`config.mk`:
```
export PLATFORM = sky130hd
export DESIGN_NAME = plic_irq_arbiter_flat
export DESIGN_NICKNAME = d
export VERILOG_FILES = /design/src/rtl/plic_irq_arbiter_pkg.sv /design/src/rtl/plic_irq_arbiter_if.sv /design/src/rtl/plic_irq_arbiter_gateway.sv /design/src/rtl/plic_irq_arbiter.sv /design/src/flat_wrapper.sv
export SDC_FILE = /design/constraint.sdc
export NUM_CORES = 1
export LEC_CHECK = 0
export ABC_AREA = 1
export BUFFER_PORTS_ARGS = -buffer_cell sky130_fd_sc_hd__buf_2
export CAP_MARGIN = 20
export CELL_PAD_IN_SITES_DETAIL_PLACEMENT = 1
export CELL_PAD_IN_SITES_GLOBAL_PLACEMENT = 2
export CORE_MARGIN = 2
export CORE_UTILIZATION = 39
export CTS_BUF_LIST = sky130_fd_sc_hd__clkbuf_4
export CTS_CLUSTER_DIAMETER = 50
export DETAILED_ROUTE_END_ITERATION = 12
export GPL_TIMING_DRIVEN = 0
export HOLD_SLACK_MARGIN = 0.1
export PLACE_DENSITY = 0.95
export SLEW_MARGIN = 5
export SYNTH_ARGS = -nofsm -noshare
export SYNTH_HDL_FRONTEND = slang
export SYNTH_SLANG_ARGS = --single-unit
```
`constraint.sdc`:
```
create_clock -name clock_i -period 84.3 [get_ports clock_i]
set_input_delay 4.215 -clock clock_i [delete_from_list [all_inputs] [get_ports clock_i]]
set_output_delay 4.215 -clock clock_i [all_outputs]
set_load 0.005 [all_outputs]
```
`src/rtl/plic_irq_arbiter_pkg.sv`:
```
// Shared constants and types for the single-context PLIC core.
// Latency: n/a (declarations only).
// Backpressure: n/a.
package plic_irq_arbiter_pkg;

    localparam int PLIC_NUM_SOURCES = 32;
    localparam int PLIC_PRIO_WIDTH  = 3;
    localparam int PLIC_ID_WIDTH    = $clog2(PLIC_NUM_SOURCES);

    // Static source map; line 0 is reserved and never raises an interrupt.
    localparam int PLIC_GPIO_IN_INTERRUPT = 1;
    localparam int PLIC_TIM0_INTERRUPT    = 2;
    localparam int PLIC_TIM1_INTERRUPT    = 3;
    localparam int PLIC_UART_INTERRUPT    = 4;

    // Hart interrupt line driven by ext_irq_o.
    localparam int CORE_EXT_INTERRUPT = 11;

    // Config register select; encoding 3 is reserved and writes to it are dropped.
    typedef enum logic [1:0] {
        PLIC_CFG_PRIO   = 2'd0,
        PLIC_CFG_EN     = 2'd1,
        PLIC_CFG_THRESH = 2'd2
    } plic_cfg_sel_t;

endpackage

```
`src/rtl/plic_irq_arbiter_if.sv`:
```
// Config-write and claim/complete bus between the hart side (master) and the PLIC (slave).
// Latency: wires only; claim_ack/claim_id are registered inside the PLIC.
// Backpressure: none; every strobe is accepted in the cycle it is presented.
//   cfg_we/cfg_sel/cfg_idx/cfg_wdata : single-cycle configuration write
//   claim_req -> claim_ack/claim_id  : claim handshake, ack one cycle after request
//   complete_valid/complete_id       : completion strobe
interface plic_irq_arbiter_if
    import plic_irq_arbiter_pkg::*;
#(
    parameter int ID_WIDTH   = PLIC_ID_WIDTH,
    parameter int PRIO_WIDTH = PLIC_PRIO_WIDTH
);
    logic                  cfg_we;
    logic [1:0]            cfg_sel;
    logic [ID_WIDTH-1:0]   cfg_idx;
    logic [PRIO_WIDTH-1:0] cfg_wdata;

    logic                  claim_req;
    logic                  claim_ack;
    logic [ID_WIDTH-1:0]   claim_id;

    logic                  complete_valid;
    logic [ID_WIDTH-1:0]   complete_id;

    modport master (
        output cfg_we, cfg_sel, cfg_idx, cfg_wdata,
        output claim_req, complete_valid, complete_id,
        input  claim_ack, claim_id
    );

    modport slave (
        input  cfg_we, cfg_sel, cfg_idx, cfg_wdata,
        input  claim_req, complete_valid, complete_id,
        output claim_ack, claim_id
    );
endinterface

```
`src/rtl/plic_irq_arbiter_gateway.sv`:
```
// Per-source level gateway: latches a request as pending, tracks it inflight from claim to complete.
// Latency: 1 cycle from irq_i to pending_o; claim/complete take effect at the next edge.
// Backpressure: a source held high is not re-latched while pending or inflight.
//   clock_i, reset_ni       : clock, synchronous active-low reset
//   irq_i                   : level request from the source
//   claim_i / complete_i    : one-cycle strobes already decoded for this source
//   pending_o / inflight_o  : gateway state
module plic_gateway (
    input  logic clock_i,
    input  logic reset_ni,
    input  logic irq_i,
    input  logic claim_i,
    input  logic complete_i,
    output logic pending_o,
    output logic inflight_o
);
    logic pending_d,  pending_q;
    logic inflight_d, inflight_q;

    always_comb begin
        // Complete is applied before claim so a same-cycle pair leaves the source inflight.
        inflight_d = inflight_q;
        if (complete_i) inflight_d = 1'b0;
        if (claim_i)    inflight_d = 1'b1;

        // Re-pend uses the registered inflight, so a held source re-pends the cycle after complete.
        pending_d = pending_q;
        if (irq_i && !pending_q && !inflight_q) pending_d = 1'b1;
        if (claim_i)                            pending_d = 1'b0;
    end

    always_ff @(posedge clock_i) begin
        if (!reset_ni) begin
            pending_q  <= 1'b0;
            inflight_q <= 1'b0;
        end else begin
            pending_q  <= pending_d;
            inflight_q <= inflight_d;
        end
    end

    assign pending_o  = pending_q;
    assign inflight_o = inflight_q;
endmodule

```
`src/rtl/plic_irq_arbiter.sv`:
```
// Single-context PLIC core: config registers, gateways, registered max-priority selection, claim/complete.
// Latency: source to ext_irq_o 2 cycles; claim_req to claim_ack 1 cycle; config writes visible to arbitration next cycle.
// Backpressure: none; claims always ack, returning ID 0 when nothing eligible is pending.
//   clock_i, reset_ni : clock, synchronous active-low reset
//   irq_src_i         : level sources, bit 0 ignored
//   bus (slave)       : config writes, claim/ack, complete
//   pending_o         : gateway pending bits for readback
//   ext_irq_o         : hart external interrupt
module plic_irq_arbiter
    import plic_irq_arbiter_pkg::*;
#(
    parameter int NUM_SOURCES = PLIC_NUM_SOURCES,
    parameter int PRIO_WIDTH  = PLIC_PRIO_WIDTH,
    parameter int ID_WIDTH    = PLIC_ID_WIDTH
) (
    input  logic                   clock_i,
    input  logic                   reset_ni,
    input  logic [NUM_SOURCES-1:0] irq_src_i,
    plic_irq_arbiter_if.slave      bus,
    output logic [NUM_SOURCES-1:0] pending_o,
    output logic                   ext_irq_o
);
    logic [PRIO_WIDTH-1:0]  prio_d [NUM_SOURCES];
    logic [PRIO_WIDTH-1:0]  prio_q [NUM_SOURCES];
    logic [NUM_SOURCES-1:0] enable_d,    enable_q;
    logic [PRIO_WIDTH-1:0]  thresh_d,    thresh_q;
    logic [ID_WIDTH-1:0]    best_id_d,   best_id_q;
    logic [PRIO_WIDTH-1:0]  best_prio_d, best_prio_q;
    logic                   ext_irq_d,   ext_irq_q;
    logic                   claim_ack_d, claim_ack_q;
    logic [ID_WIDTH-1:0]    claim_id_d,  claim_id_q;

    logic [NUM_SOURCES-1:0] gw_pending;
    logic [NUM_SOURCES-1:0] gw_inflight;
    logic [NUM_SOURCES-1:0] claim_vec;
    logic [NUM_SOURCES-1:0] complete_vec;
    logic                   cfg_idx_ok;
    logic                   complete_ok;
    logic                   claim_hit;
    logic                   sig_unused;

    // ------------------------------------------------------------------
    // Configuration registers. Index 0 is not writable so line 0 can never win.
    // ------------------------------------------------------------------
    assign cfg_idx_ok = (bus.cfg_idx != '0) && (int'(bus.cfg_idx) < NUM_SOURCES);

    always_comb begin
        prio_d   = prio_q;
        enable_d = enable_q;
        thresh_d = thresh_q;
        if (bus.cfg_we) begin
            case (bus.cfg_sel)
                PLIC_CFG_PRIO:   if (cfg_idx_ok) prio_d[bus.cfg_idx]   = bus.cfg_wdata;
                PLIC_CFG_EN:     if (cfg_idx_ok) enable_d[bus.cfg_idx] = bus.cfg_wdata[0];
                PLIC_CFG_THRESH: thresh_d = bus.cfg_wdata;
                default: ;
            endcase
        end
    end

    // ------------------------------------------------------------------
    // Arbitration: strict '>' while scanning upwards gives ties to the lowest ID.
    // best_prio starts at 0 and any candidate has prio > threshold >= 0, so
    // the first candidate always replaces the empty result.
    // ------------------------------------------------------------------
    always_comb begin
        best_id_d   = '0;
        best_prio_d = '0;
        for (int i = 1; i < NUM_SOURCES; i++) begin
            if (gw_pending[i] && enable_q[i] && (prio_q[i] > thresh_q) &&
                (prio_q[i] > best_prio_d)) begin
                best_id_d   = ID_WIDTH'(i);
                best_prio_d = prio_q[i];
            end
        end
        // Registered alongside best_id so the source-to-irq path stays at 2 cycles.
        ext_irq_d = (best_id_d != '0);
    end

    // ------------------------------------------------------------------
    // Claim / complete. best_id_q lags pending by a cycle; if that source was
    // claimed last cycle its pending bit is already clear, which masks the
    // stale selection and the claim returns 0.
    // ------------------------------------------------------------------
    assign claim_hit   = bus.claim_req && gw_pending[best_id_q];
    assign claim_vec   = claim_hit ? (NUM_SOURCES'(1) << best_id_q) : '0;
    assign complete_ok = bus.complete_valid && (bus.complete_id != '0) &&
                         (int'(bus.complete_id) < NUM_SOURCES) && gw_inflight[bus.complete_id];
    assign complete_vec = complete_ok ? (NUM_SOURCES'(1) << bus.complete_id) : '0;

    always_comb begin
        claim_ack_d = bus.claim_req;
        claim_id_d  = claim_id_q;
        if (bus.claim_req) claim_id_d = claim_hit ? best_id_q : '0;
    end

    // ------------------------------------------------------------------
    // Gateways for lines 1..NUM_SOURCES-1; line 0 is tied inactive.
    // ------------------------------------------------------------------
    assign gw_pending[0]  = 1'b0;
    assign gw_inflight[0] = 1'b0;

    for (genvar i = 1; i < NUM_SOURCES; i++) begin : g_gw
        plic_gateway u_gw (
            .clock_i    (clock_i),
            .reset_ni   (reset_ni),
            .irq_i      (irq_src_i[i]),
            .claim_i    (claim_vec[i]),
            .complete_i (complete_vec[i]),
            .pending_o  (gw_pending[i]),
            .inflight_o (gw_inflight[i])
        );
    end

    always_ff @(posedge clock_i) begin
        if (!reset_ni) begin
            for (int i = 0; i < NUM_SOURCES; i++) prio_q[i] <= '0;
            enable_q    <= '0;
            thresh_q    <= '0;
            best_id_q   <= '0;
            best_prio_q <= '0;
            ext_irq_q   <= 1'b0;
            claim_ack_q <= 1'b0;
            claim_id_q  <= '0;
        end else begin
            prio_q      <= prio_d;
            enable_q    <= enable_d;
            thresh_q    <= thresh_d;
            best_id_q   <= best_id_d;
            best_prio_q <= best_prio_d;
            ext_irq_q   <= ext_irq_d;
            claim_ack_q <= claim_ack_d;
            claim_id_q  <= claim_id_d;
        end
    end

    // Line 0 request, the unused bit 0 strobes and the winning priority are intentionally not consumed.
    assign sig_unused = irq_src_i[0] ^ claim_vec[0] ^ complete_vec[0] ^ (^best_prio_q);

    assign bus.claim_ack = claim_ack_q;
    assign bus.claim_id  = claim_id_q;
    assign pending_o     = gw_pending;
    assign ext_irq_o     = ext_irq_q;
endmodule

```
`src/flat_wrapper.sv`:
```
// flat-port wrapper written by rule: the top's interface ports become plain ports
module plic_irq_arbiter_flat import plic_irq_arbiter_pkg::*;
#(
    parameter int NUM_SOURCES = PLIC_NUM_SOURCES,
    parameter int PRIO_WIDTH  = PLIC_PRIO_WIDTH,
    parameter int ID_WIDTH    = PLIC_ID_WIDTH
)
  (clock_i, reset_ni, irq_src_i, pending_o, ext_irq_o, bus_cfg_we, bus_cfg_sel, bus_cfg_idx, bus_cfg_wdata, bus_claim_req, bus_complete_valid, bus_complete_id, bus_claim_ack, bus_claim_id);
  plic_irq_arbiter_if #(.ID_WIDTH(ID_WIDTH), .PRIO_WIDTH(PRIO_WIDTH)) bus_i ();
  input  logic clock_i;
  input  logic reset_ni;
  input  logic [NUM_SOURCES-1:0] irq_src_i;
  output logic [NUM_SOURCES-1:0] pending_o;
  output logic ext_irq_o;
  input wire logic [$bits(bus_i.cfg_we)-1:0] bus_cfg_we;
  input wire logic [$bits(bus_i.cfg_sel)-1:0] bus_cfg_sel;
  input wire logic [$bits(bus_i.cfg_idx)-1:0] bus_cfg_idx;
  input wire logic [$bits(bus_i.cfg_wdata)-1:0] bus_cfg_wdata;
  input wire logic [$bits(bus_i.claim_req)-1:0] bus_claim_req;
  input wire logic [$bits(bus_i.complete_valid)-1:0] bus_complete_valid;
  input wire logic [$bits(bus_i.complete_id)-1:0] bus_complete_id;
  output wire logic [$bits(bus_i.claim_ack)-1:0] bus_claim_ack;
  output wire logic [$bits(bus_i.claim_id)-1:0] bus_claim_id;
  assign bus_i.cfg_we = bus_cfg_we;
  assign bus_i.cfg_sel = bus_cfg_sel;
  assign bus_i.cfg_idx = bus_cfg_idx;
  assign bus_i.cfg_wdata = bus_cfg_wdata;
  assign bus_i.claim_req = bus_claim_req;
  assign bus_i.complete_valid = bus_complete_valid;
  assign bus_i.complete_id = bus_complete_id;
  assign bus_claim_ack = bus_i.claim_ack;
  assign bus_claim_id = bus_i.claim_id;
  plic_irq_arbiter #(.NUM_SOURCES(NUM_SOURCES), .PRIO_WIDTH(PRIO_WIDTH), .ID_WIDTH(ID_WIDTH)) u_core (.clock_i(clock_i), .reset_ni(reset_ni), .irq_src_i(irq_src_i), .bus(bus_i), .pending_o(pending_o), .ext_irq_o(ext_irq_o));
endmodule
```
# Word level (Yosys, flattened, before mapping)
# Index checks and enable logic that the tools add are counted.
[classes]
reduce_logical = 291
magnitude_cmp = 68
n_mux = 136
n_eq_ne = 2
n_shift = 2
bitwise = 2
[ops]
columns = ["operator", "count"]
rows = [
  ["3-bit > comparator", 61],
  ["1-bit logical AND", 160],
  ["3-bit 2-to-1 mux", 35],
  ["96-bit bitwise mux", 1],
  ["5-bit 2-to-1 mux", 17],
  ["1-bit 2-to-1 mux", 66],
  ["32-bit 2-to-1 mux", 2],
  ["1-bit by 5-bit left shift with 32-bit output, first input constant", 2],
  ["1-bit zero test", 62],
  ["2-bit nonzero test", 31],
  ["2-bit OR reduction", 31],
  ["32-bit bitwise mux", 1],
  ["4-bit 2-to-1 mux", 8],
  ["5-bit by 6-bit less-than comparator with 1-bit output, second input constant", 3],
  ["3-bit demux with 5-bit select", 1],
  ["5-bit nonzero test", 3],
  ["1-bit binary-select mux with 5-bit select", 2],
  ["6-bit >= comparator, second input constant", 1],
  ["6-bit by 1-bit less-than comparator with 1-bit output, second input constant", 1],
  ["5-bit inverter with 6-bit output", 1],
  ["3-bit AND reduction", 2],
  ["1-bit demux with 5-bit select", 1],
  ["5-bit by 1-bit >= comparator with 1-bit output, second input constant", 1],
  ["2-bit 2-to-1 mux", 2],
  ["6 further kinds", 6],
]
[word_totals]
wordCells = 601
out_inout_bits = 39
ff_bits = 205

# Logic depth before layout (Yosys ltp)
# Gate-level depths: netlist (run 1).
[depth]
ltp_word = 95
mapped_depth = 236
mapped_depth_nobuf = 235

# Hierarchy
# Synthesis (run 1) repeated with hierarchy kept, for this count alone.
[hier_totals]
cells_unflattened = 2196
hier_area_um2 = 14863.0
[modules_own_cells]
columns = ["mod", "cells_per_inst", "instances", "area_each_um2", "seq_area_each_um2"]
rows = [
  ["plic_irq_arbiter", 1824, 1, 12264.3, 2782.7],
  ["plic_gateway", 12, 31, 83.8, 40.0],
]

# Worst setup path after synthesis (run 1)
# Ideal clock, no wire load.
[synth_timing]
path_type = "reg-to-reg"
from = "reg u_core.thresh_q[0]"
to = "reg u_core.ext_irq_q, in the netlist u_core.ext_irq_o"
arrival_ns = 30.591
path_stages_with_launch = 207
synth_period_minus_slack_ns = 30.707
path_slack_ns = 53.593
path_cell_list = "dfxtp_1 > ha_1 > nand3_1 > nand2_1 > inv_2 > nand3_1 > nor2_1 > inv_1 > ha_1 > nand2_1 > nor2_2 > nor2_4 > nand3_2 > nand2_1 > and2_1 > ha_1 > nand3_1 > nand2_1 > (+171 left out) > o21ai_1 > inv_1 > ha_1 > nand2_1 > o21ai_0 > a311oi_1 > nand3_1 > inv_1 > o21ai_1 > ha_1 > a21oi_1 > o21ai_0 > nand3_1 > nand2_1 > nor4_1 > nand3_1 > o21bai_2 > nand2_1"
[synth_between]
elab_chain_cells = 95
elab_cells_between_ends = 185
cone_classes = "61 x order compare; 61 x mux; 63 x reduce/logical"
[synth_lines]
columns = ["item", "line", "source"]
rows = [
  ["start: declaration", "plic_irq_arbiter.sv:26", "logic [PRIO_WIDTH-1:0] thresh_d, thresh_q;"],
  ["start signal: assignment", "plic_irq_arbiter.sv:128", "thresh_q <= thresh_d;"],
  ["3-bit > comparator", "plic_irq_arbiter.sv:70", "if (gw_pending[i] && enable_q[i] && (prio_q[i] > thresh_q) &&"],
  ["1-bit logical AND (2 in a row)", "plic_irq_arbiter.sv:70", ""],
  ["3-bit 2-to-1 mux", "plic_irq_arbiter.sv:70", ""],
  ["3-bit > comparator", "plic_irq_arbiter.sv:71", "(prio_q[i] > best_prio_d)) begin"],
  ["1-bit logical AND", "plic_irq_arbiter.sv:70", ""],
  ["3-bit 2-to-1 mux", "plic_irq_arbiter.sv:70", ""],
  ["3-bit > comparator", "plic_irq_arbiter.sv:71", ""],
  ["1-bit logical AND", "plic_irq_arbiter.sv:70", ""],
  ["(+78 left out)", "n/a", ""],
  ["3-bit 2-to-1 mux", "plic_irq_arbiter.sv:70", ""],
  ["3-bit > comparator", "plic_irq_arbiter.sv:71", ""],
  ["1-bit logical AND", "plic_irq_arbiter.sv:70", ""],
  ["3-bit 2-to-1 mux", "plic_irq_arbiter.sv:70", ""],
  ["3-bit > comparator", "plic_irq_arbiter.sv:71", ""],
  ["1-bit logical AND", "plic_irq_arbiter.sv:70", ""],
  ["5-bit 2-to-1 mux (*)", "plic_irq_arbiter.sv:70", ""],
  ["5-bit nonzero test (*)", "plic_irq_arbiter.sv:77", "ext_irq_d = (best_id_d != '0);"],
  ["end signal: assignment", "plic_irq_arbiter.sv:131", "ext_irq_q <= ext_irq_d;"],
  ["end: declaration", "plic_irq_arbiter.sv:29", "logic ext_irq_d, ext_irq_q;"],
]
# Mark *: on every way between the ends. The rest lies on a longest branch, timed or not.
# A chain may end at the register's enable or synchronous reset.

# Worst setup path in the final report (run 1)
[layout_timing]
from = "reg u_core.thresh_q[1]"
to = "reg u_core.ext_irq_q, in the netlist u_core.ext_irq_o"
# Same word-level chain as after synthesis.

==> results.cfg, run 1 <==
[place]
portBuffers = 85
dpl.hpwl_mm = 43.2
gp_congestion = 0.941

[cts]
htreeDepth = 2
cts_setup_buffers = 0
clk_pin_slew_ns = 0.07
cts_hold_buf = 0
cts-root-buf = clkbuf_4
ctsResizeCount = 0
clock_sinks = 201
cts_buffers = 56
cts_tree = yes
clk_path_buf_depth = 3
clk-insertion-delay-late_ns = 0.70

[floorplanning]
coreArea_sq_um = 36500
dieArea_sq_um = 38500
num_rows = 70
die_h_microns = 196
start_util_pct = 39.5
ios = 91
die-width_microns = 196

[critical_path]
r2r_end = u_core.ext_irq_o
reg2reg_slack_ns = 47.93
worst-setup-path-type = flop to flop
timing.rr.start = u_core.thresh_q[1]
cp_max_fo = 22
crit_path_end = u_core.ext_irq_o
crit_path_max_incr_delay_ns = 0.38
cp.arrival_ns = 36.93
critPathLaunch = u_core.thresh_q[1]
cp_slowest_cell = o21ai_0
cp-end-kind = flop
start_kind = flop
reg2regPathDepth = 205
critPathRequiredTime_ns = 84.86
crit_top_cell = o21ai_0

[logic_synthesis]
synth_flop_cell = dfxtp_1
synth_edf_count = 0
synth_area_per_cell_sq_um = 6.81
synthCells = 2116
synth_warnings = 0
synth_cell_types = 53
async_flop_share_pct = 0
syn_nets = 2301
yosysSeqAreaShare_pct = 27.9
ys_ff_latch = 201
synth.cell_area_sq_um = 14400

[grt]
grt_pass1_wl_mm = 86.2
globalRoute.totalOverflow = 0
grt_start_max_net_pins = 23
grt_pass1_vias = 15800
antenna_found_initial = 2
grt_usage_pct = 28.5

[route]
drt-total-wl_mm = 55.1
drc_errors = 0
vias = 15300
wl_per_cell_microns = 19.9
viasPerCell = 5.54
drt-initial-drc-count = 837
first_pass_iters = 5
antenna_left = 0

[timing]
finClkSkew_ns = 0.0358
timing.fmax_ghz = 0.0275
min_period_over_period_pct = 43.1
setup_viol = 0
timing.final.max_slew_violations = 0
worst_pin_slew_ns = 1.03
min_period_ns = 36.37
slew_headroom_pct = 31.5
rsz0062_at_grt = no
whs_ns = 0.468
hold_viol = 0
tns_ns = 0

[min_path]
min_delay_path_depth = 2
hp-class = flop to flop

[job]
drv_cap = 0

[cells_and_area]
drive_gt1_share_pct = 16.5
area_growth_pct = 12.0
nFillCells = 4848
layout.nets = 2447

[run_status]
status = completed

[power]
cellPowerDensity_nw_per_um2 = 13.1
leakage_nw = 7.19
ir_drop_uv = 10.3
## worst max-delay path: cells and delay by family, from the launching register on
family | cells | cell delay [ns]
AO/OA/AOI/OAI | 55 | 12.56
adder cells (fa/ha/maj) | 31 | 9.21
buffers and inverters | 10 | 1.22
flip-flops | 1 | 0.30
AND/OR/NAND/NOR | 109 | 12.82
## worst min path at each step
stage	slack, ns	from	end
after detailed placement	0.46	u_core.enable_q[18]	u_core.enable_q[18]
after global placement	0.45	u_core.enable_q[16]	u_core.enable_q[16]
after floorplan	0.43	u_core.enable_q[29]	u_core.enable_q[29]
after global routing	0.49	u_core.enable_q[8]	u_core.enable_q[8]
after CTS	0.47	u_core.enable_q[6]	u_core.enable_q[6]
final	0.47	u_core.enable_q[6]	u_core.enable_q[6]
## metal layers
layer	vias to the layer above	part of all wire, %	track usage [%]
met1	7385	46	37.3
met2	388	46	48.0
li1	7428	-	-
met3	129	4.5	3.39
met4	0	3.7	11.0
met5	-	0	0
## state kept, by name (all words and copies together) (netlist names)
name and count:
u_core.prio_q 93, u_core.enable_q 31, u_core.g_gw.u_gw.inflight_o 31, u_core.g_gw.u_gw.pending_o 31, u_core.best_id_q 5, u_core.bus.claim_id 5
u_core.thresh_q 3, u_core.bus.claim_ack 1, u_core.ext_irq_o 1
## metrics by stage
| step | utilization (%) | cell area (sq um) | worst slack [ns] | std cells | total power [W] |
|---|---|---|---|---|---|
| finish | 44.2 | 16100 | 47.93 | 2768 | 0.000211 |
| global route | 44.2 | 16100 | 44.34 | 2768 | 0.000221 |
| CTS | 44.2 | 16100 | 48.01 | 2766 | 0.000213 |
| detailed placement | 42.4 | 15500 | 48.17 | 2672 | 0.000125 |
| global placement | 42.2 | 15400 | 48.27 | 2669 | 0.000124 |
| floorplan | - | 14400 | 53.59 | 2116 | 0.000114 |
## report_power, final
| group | switching (W) | total, W | leakage (nW) | internal (W) |
|---|---|---|---|---|
| Combinational | 0.0000165 | 0.0000248 | 5.17 | 0.00000828 |
| Sequential | 0.00000260 | 0.0000989 | 1.63 | 0.0000963 |
| Clock | 0.0000444 | 0.0000876 | 0.397 | 0.0000432 |
## synthesized netlist by cell type, types with 3 or more instances
| master | n | share of area, % |
|---|---|---|
| a211oi_1 | 12 | 0.63 |
| a21oi_1 | 218 | 7.6 |
| a21oi_2 | 6 | 0.36 |
| a221oi_1 | 4 | 0.24 |
| a22oi_1 | 8 | 0.42 |
| a311oi_1 | 12 | 0.73 |
| a31oi_1 | 5 | 0.22 |
| buf_1 | 8 | 0.21 |
| buf_4 | 32 | 1.7 |
| clkbuf_1 | 46 | 1.2 |
| clkinv_1 | 6 | 0.16 |
| dfxtp_1 | 201 | 28 |
| ha_1 | 133 | 12 |
| inv_1 | 231 | 6.0 |
| inv_2 | 20 | 0.52 |
| nand2_1 | 431 | 11 |
| nand2_2 | 62 | 2.7 |
| nand2_4 | 17 | 1.3 |
| nand3_1 | 172 | 6.0 |
| nand3_2 | 34 | 2.4 |
| nand3_4 | 8 | 0.97 |
| nand3b_1 | 4 | 0.21 |
| nand4_1 | 20 | 0.87 |
| nor2_1 | 121 | 3.2 |
| nor2_2 | 4 | 0.17 |
| nor2_4 | 3 | 0.23 |
| nor3_1 | 33 | 1.1 |
| nor4_1 | 3 | 0.13 |
| o211ai_1 | 7 | 0.36 |
| o21ai_0 | 195 | 6.8 |
| o21ai_1 | 11 | 0.38 |
| o21ai_2 | 3 | 0.18 |
| o22ai_1 | 10 | 0.43 |
| o31ai_1 | 5 | 0.26 |
| or2_2 | 6 | 0.26 |
## area by class of cell
type	count	area [sq um]	area share, %
multi-input cells	1568	8950	55.5
flip-flops and latches	201	4030	24.9
inverters	259	976	6.04
clock buffers	80	601	3.72
well taps	468	586	3.63
repair buffers	88	485	3.01
plain buffers	88	459	2.84
clock inverters	14	56.3	0.349
diodes	2	5.00	0.0310
## layout by cell type (no fill, tap or decap), types with 5 or more instances in the layout
master	n
o21ai_0	195
ha_1	133
clkbuf_4	80
o22ai_1	10
dfxtp_1	200
buf_1	8
nand2_2	62
inv_2	22
nand4_1	20
nand2_4	17
nand3_1	172
nor3_1	33
o21ai_1	11
a22oi_1	8
or2_2	6
a21oi_1	218
o211ai_1	7
nor2_1	121
o31ai_1	5
clkbuf_1	46
a311oi_1	12
a211oi_1	12
nand3_2	34
buf_4	32
clkinv_1	17
a21oi_2	6
nand2_1	431
inv_1	229
a31oi_1	5
nand3_4	8
buf_2	86
## kinds of logic after synthesis
kind of cell | count (synthesis) | synth area share [%]
adder cells (fa/ha/maj) | 133 | 11.5
AND/OR/NAND/NOR | 924 | 31.0
buffers and inverters | 347 | 9.96
flip-flops | 201 | 27.9
other | 1 | 0.0260
AO/OA/AOI/OAI | 510 | 19.5
Note: power is estimated with default switching activity, not from simulation.
==> inputs of run 2 (changes only) <==
--- a/config.mk
+++ b/config.mk
@@ -11,13 +11,13 @@
 export CELL_PAD_IN_SITES_DETAIL_PLACEMENT = 1
 export CELL_PAD_IN_SITES_GLOBAL_PLACEMENT = 2
 export CORE_MARGIN = 2
-export CORE_UTILIZATION = 39
+export CORE_UTILIZATION = 32
 export CTS_BUF_LIST = sky130_fd_sc_hd__clkbuf_4
 export CTS_CLUSTER_DIAMETER = 50
 export DETAILED_ROUTE_END_ITERATION = 12
 export GPL_TIMING_DRIVEN = 0
 export HOLD_SLACK_MARGIN = 0.1
-export PLACE_DENSITY = 0.95
+export PLACE_DENSITY = 0.88
 export SLEW_MARGIN = 5
 export SYNTH_ARGS = -nofsm -noshare
 export SYNTH_HDL_FRONTEND = slang
==> constraint.sdc (replaced) <==
create_clock -name clock_i -period 31.4 [get_ports clock_i]
set_input_delay 1.57 -clock clock_i [delete_from_list [all_inputs] [get_ports clock_i]]
set_output_delay 1.57 -clock clock_i [all_outputs]
set_load 0.005 [all_outputs]
==> results.cfg, run 2 (synthesis gave the netlist of run 1 again) <==
[run_status]
status = completed

[route]
first_pass_iters = 5
viasPerCell = 5.27
drt-total-wl_mm = 58.7
wl_per_cell_microns = 19.9
vias = 15600
drc_errors = 0
antenna_left = 0
drt-initial-drc-count = 751

[floorplanning]
coreArea_sq_um = 44300
dieArea_sq_um = 46800
start_util_pct = 32.5
ios = 91
die_h_microns = 216
num_rows = 77
die-width_microns = 216

[timing]
layout_setup_ws_ns = 1.27
slew_headroom_pct = 43.4
whs_ns = 0.467
finClkSkew_ns = 0.0860
min_period_over_period_pct = 95.9
timing.fmax_ghz = 0.0332
hold_viol = 0
worst_pin_slew_ns = 0.849
timing.final.max_slew_violations = 0
min_period_ns = 30.13
setup_viol = 0

[place]
portBuffers = 85
gp_congestion = 0.997
dpl.hpwl_mm = 44.2
dp_cells = 2796
pre_cts_slack_ns = -4.64

[grt]
grt_usage_pct = 24.0
grt_pass1_vias = 16200
globalRoute.totalOverflow = 0
antenna_found_initial = 2
grt_start_max_net_pins = 21
grt_pass1_wl_mm = 88.8

[min_path]
hp-class = flop to flop

[power]
pwr-share-seq_pct = 44.6
p_clk_share_pct = 43.8
cellPowerDensity_nw_per_um2 = 33.4
leakage_nw = 7.63
p_sw_share_pct = 30.5
ir_drop_uv = 20.1
p_int_w = 0.000413
p_sw_w = 0.000182
p_comb_share_pct = 11.6

[cells_and_area]
final_common_cell = nand2_1
top_register = u_core.prio_q
final_cell_mix = nand2_1 (401), inv_1 (227), a21oi_1 (214)
final_core_utilization_pct = 40.2
largest_register_ffs = 93
fin_cells = 2957
area_growth_pct = 23.7
drive_gt1_share_pct = 23.9
layout.nets = 2509

[cts]
cts_buffers = 58
clk-insertion-delay-late_ns = 0.79
cts-root-buf = clkbuf_4
clk_pin_slew_ns = 0.07
clk_path_buf_depth = 3
cts_tree = yes
cts_hold_buf = 0
clock_sinks = 201
htreeDepth = 2

[critical_path]
critPathRequiredTime_ns = 32.04
cp_max_fo = 10
cp_num_buf_inv = 9
cp_slowest_cell = dfxtp_2
crit_family = simple AND/OR/NAND/NOR gates
start_kind = flop
crit_path_max_incr_delay_ns = 0.33
worst-setup-path-type = flop to flop
crit_top_cell = o21ai_4
cp.arrival_ns = 30.76
cp-end-kind = flop

[job]
drv_cap = 0
run 2: changes by cell type in the layout (fill, tap and decap cells not counted), sizes merged:
cell,delta
buf,+60
clkbuf,+5
bufinv,+2
clkinv,-2
diode,-1
inv,+1
run 2: layout make-up:
type                            count  area, sq um
Clock inverter                     15         83.8
Timing Repair Buffer              148          940
Antenna cell                        1         2.50
Buffer                             88          463
Inverter                          259         1010
Tap cell                          592          741
Clock buffer                       85          638
Multi-Input combinational cell   1568         9930
Sequential cell                   201         4030
Fill cell                        5714        26500
run 2: path summary, 6_finish.rpt:
check                           start                  end  slack [ns]  cells after the start
setup / recovery   u_core.thresh_q[2]     u_core.ext_irq_o        1.27                    216
hold / removal    u_core.enable_q[13]  u_core.enable_q[13]        0.47                      2
setup reg to reg   u_core.thresh_q[2]     u_core.ext_irq_o        1.27                    216
hold reg to reg   u_core.enable_q[13]  u_core.enable_q[13]        0.47                      2
run 2: repair_timing:
| action | 4_1_cts | 5_1_grt |
|---|---|---|
| resized for setup | 83 | 145 |
| pin swaps | 8 | 70 |
| cloned | 0 | 0 |
| setup endpoints to repair | 6 | 6 |
| buffers inserted | 8 | 52 |
run 2: metrics by stage:
step | power [W] | TNS, ns | instance area (sq um)
2_1_floorplan | 0.000306 | 0 | 14400
3_3_place_gp | 0.000333 | -26.05 | 15600
3_5_place_dp | 0.000337 | -25.39 | 15600
4_1_cts | 0.000595 | 0 | 16600
5_1_grt | 0.000620 | -2.77 | 17800
6_report | 0.000595 | 0 | 17800
run 2: power groups by stage:
| stage | clock [W] | sequential [W] | combinational, W |
|---|---|---|---|
| floorplan | 0 | 0.000267 | 0.0000385 |
| global route | 0.000279 | 0.000265 | 0.0000759 |
| detailed placement | 0 | 0.000271 | 0.0000654 |
| global placement | 0 | 0.000272 | 0.0000612 |
| finish | 0.000260 | 0.000266 | 0.0000690 |
| CTS | 0.000263 | 0.000265 | 0.0000670 |
run 2: routing by layer:
layer	routed length (microns)	GRT usage (%)	up-vias
li1	-	-	7577
met1	25900	29.9	7506
met2	28500	41.9	364
met3	2300	2.99	129
met4	2100	9.20	2
met5	11	0	-
run 2: worst min-delay path, stage by stage, from the launching register on:
cell,delay [ns]
dfxtp_1,0.31
nand2_1,0.06
a21oi_1,0.05
==> inputs of run 3 (changes only) <==
--- a/config.mk
+++ b/config.mk
@@ -6,14 +6,16 @@
 export NUM_CORES = 1
 export LEC_CHECK = 0
 export ABC_AREA = 1
-export BUFFER_PORTS_ARGS = -buffer_cell sky130_fd_sc_hd__buf_2
+export BUFFER_PORTS_ARGS = -buffer_cell sky130_fd_sc_hd__buf_4
 export CAP_MARGIN = 20
 export CELL_PAD_IN_SITES_DETAIL_PLACEMENT = 1
 export CELL_PAD_IN_SITES_GLOBAL_PLACEMENT = 2
+export CORE_ASPECT_RATIO = 1.25
 export CORE_MARGIN = 2
 export CORE_UTILIZATION = 32
 export CTS_BUF_LIST = sky130_fd_sc_hd__clkbuf_4
 export CTS_CLUSTER_DIAMETER = 50
+export CTS_CLUSTER_SIZE = 30
 export DETAILED_ROUTE_END_ITERATION = 12
 export GPL_TIMING_DRIVEN = 0
 export HOLD_SLACK_MARGIN = 0.1
==> results.cfg, run 3 (synthesis gave the netlist of run 1 again) <==
[run_status]
status = completed

[cts]
cts_tree = yes
cts_hold_buf = 0
cts-root-buf = clkbuf_4
htreeDepth = 1
clk_pin_slew_ns = 0.13
clock_sinks = 201
cts_buffers = 29
clk_path_buf_depth = 3
clk-insertion-delay-late_ns = 0.80

[timing]
layout_setup_ws_ns = 1.28
setup_viol = 0
worst_pin_slew_ns = 0.907
timing.fmax_ghz = 0.0332
finClkSkew_ns = 0.0418
slew_headroom_pct = 39.1
min_period_over_period_pct = 95.9
timing.final.max_slew_violations = 0
hold_viol = 0
min_period_ns = 30.12

[critical_path]
cp_slowest_cell = dfxtp_4
critPathLaunch = u_core.thresh_q[1]
worst-setup-path-type = flop to flop
cp.arrival_ns = 30.79
start_kind = flop
cp-end-kind = flop
crit_top_cell = o21ai_4
critPathRequiredTime_ns = 32.07
cp_max_fo = 13
timing.rr.start = u_core.thresh_q[1]
crit_path_max_incr_delay_ns = 0.39

[place]
pre_cts_slack_ns = -4.59
gp_congestion = 0.938
portBuffers = 85
dpl.hpwl_mm = 44.4

[grt]
grt_pass1_wl_mm = 87.3
grt_usage_pct = 23.7
grt_start_max_net_pins = 23
grt_pass1_vias = 15800
antenna_found_initial = 1
globalRoute.totalOverflow = 0

[cells_and_area]
drive_gt1_share_pct = 22.6
final_core_utilization_pct = 40.0
top_register = u_core.prio_q
area_growth_pct = 23.1
largest_register_ffs = 93
final_cell_mix = nand2_1 (401), inv_1 (227), a21oi_1 (215)
final_common_cell = nand2_1
layout.nets = 2473

[power]
leakage_nw = 7.53
ir_drop_uv = 22.8
cellPowerDensity_nw_per_um2 = 30.7

[route]
drt-initial-drc-count = 703
vias = 15400
first_pass_iters = 5
antenna_left = 0
viasPerCell = 5.36
wl_per_cell_microns = 20.2
drt-total-wl_mm = 58.3
drc_errors = 0

[floorplanning]
ios = 91
num_rows = 86
start_util_pct = 32.5
die_h_microns = 241
coreArea_sq_um = 44300
dieArea_sq_um = 46800
die-width_microns = 194

[min_path]
hp-start = u_core.enable_q[19]
hp-class = flop to flop

[job]
drv_cap = 0
[run 3: final cells by class]
cell class / instances / area [sq um]
antenna: 1 / 2.50
timing repair buffer: 141 / 1140
sequential: 201 / 4040
fill: 5633 / 26600
multi-input combinational: 1568 / 9900
inverter: 259 / 1000
clock inverter: 24 / 260
tap: 572 / 716
clock buffer: 30 / 225
buffer: 88 / 459
[run 3: routing by layer]
| layer | global-route usage (%) | wire, microns | up-vias |
|---|---|---|---|
| met4 | 11.0 | 2910 | 0 |
| met5 | 0 | 0 | - |
| met3 | 2.00 | 1870 | 130 |
| met2 | 44.4 | 29400 | 319 |
| met1 | 27.4 | 24100 | 7506 |
| li1 | - | - | 7493 |
[run 3: final timing paths]
kind | cells after the start | slack (ns) | to
worst max register to register | 220 | 1.28 | u_core.ext_irq_o
worst min-delay path | 2 | 0.48 | u_core.enable_q[19]
worst max-delay path | 220 | 1.28 | u_core.ext_irq_o
worst min register to register | 2 | 0.48 | u_core.enable_q[19]
[run 3: through the flow]
stage | hold WS [ns] | power, W | setup TNS [ns] | std cells | cell area [sq um]
2_1_floorplan | 0.430 | 0.000306 | 0 | 2116 | 14400
3_3_place_gp | 0.449 | 0.000336 | -26.09 | 2773 | 15800
3_5_place_dp | 0.455 | 0.000340 | -25.56 | 2776 | 15800
4_1_cts | 0.474 | 0.000548 | 0 | 2836 | 16600
5_1_grt | 0.492 | 0.000567 | -2.62 | 2884 | 17700
6_report | 0.477 | 0.000545 | 0 | 2884 | 17700
[run 3: what timing repair did]
| action | CTS | global route |
|---|---|---|
| pin swaps | 9 | 69 |
| endpoints found under the setup margin | 6 | 6 |
| gates cloned | 2 | 0 |
| endpoints found under the hold margin | 0 | 0 |
| resized for setup | 101 | 127 |
| buffers inserted | 4 | 48 |
[run 3: report_power, final]
| group | switching (W) | internal, W |
|---|---|---|
| registers | 0.00000670 | 0.000259 |
| logic | 0.0000453 | 0.0000272 |
| clock network | 0.000127 | 0.0000802 |
[run 3: critical path, delay by kind of cell, from the launching register on]
| kind | cells | cell delay [ns] |
|---|---|---|
| compound gates | 51 | 6.97 |
| fa+ha+maj | 31 | 7.96 |
| buf+inv | 12 | 1.10 |
| flops | 1 | 0.39 |
| simple gates | 126 | 13.40 |
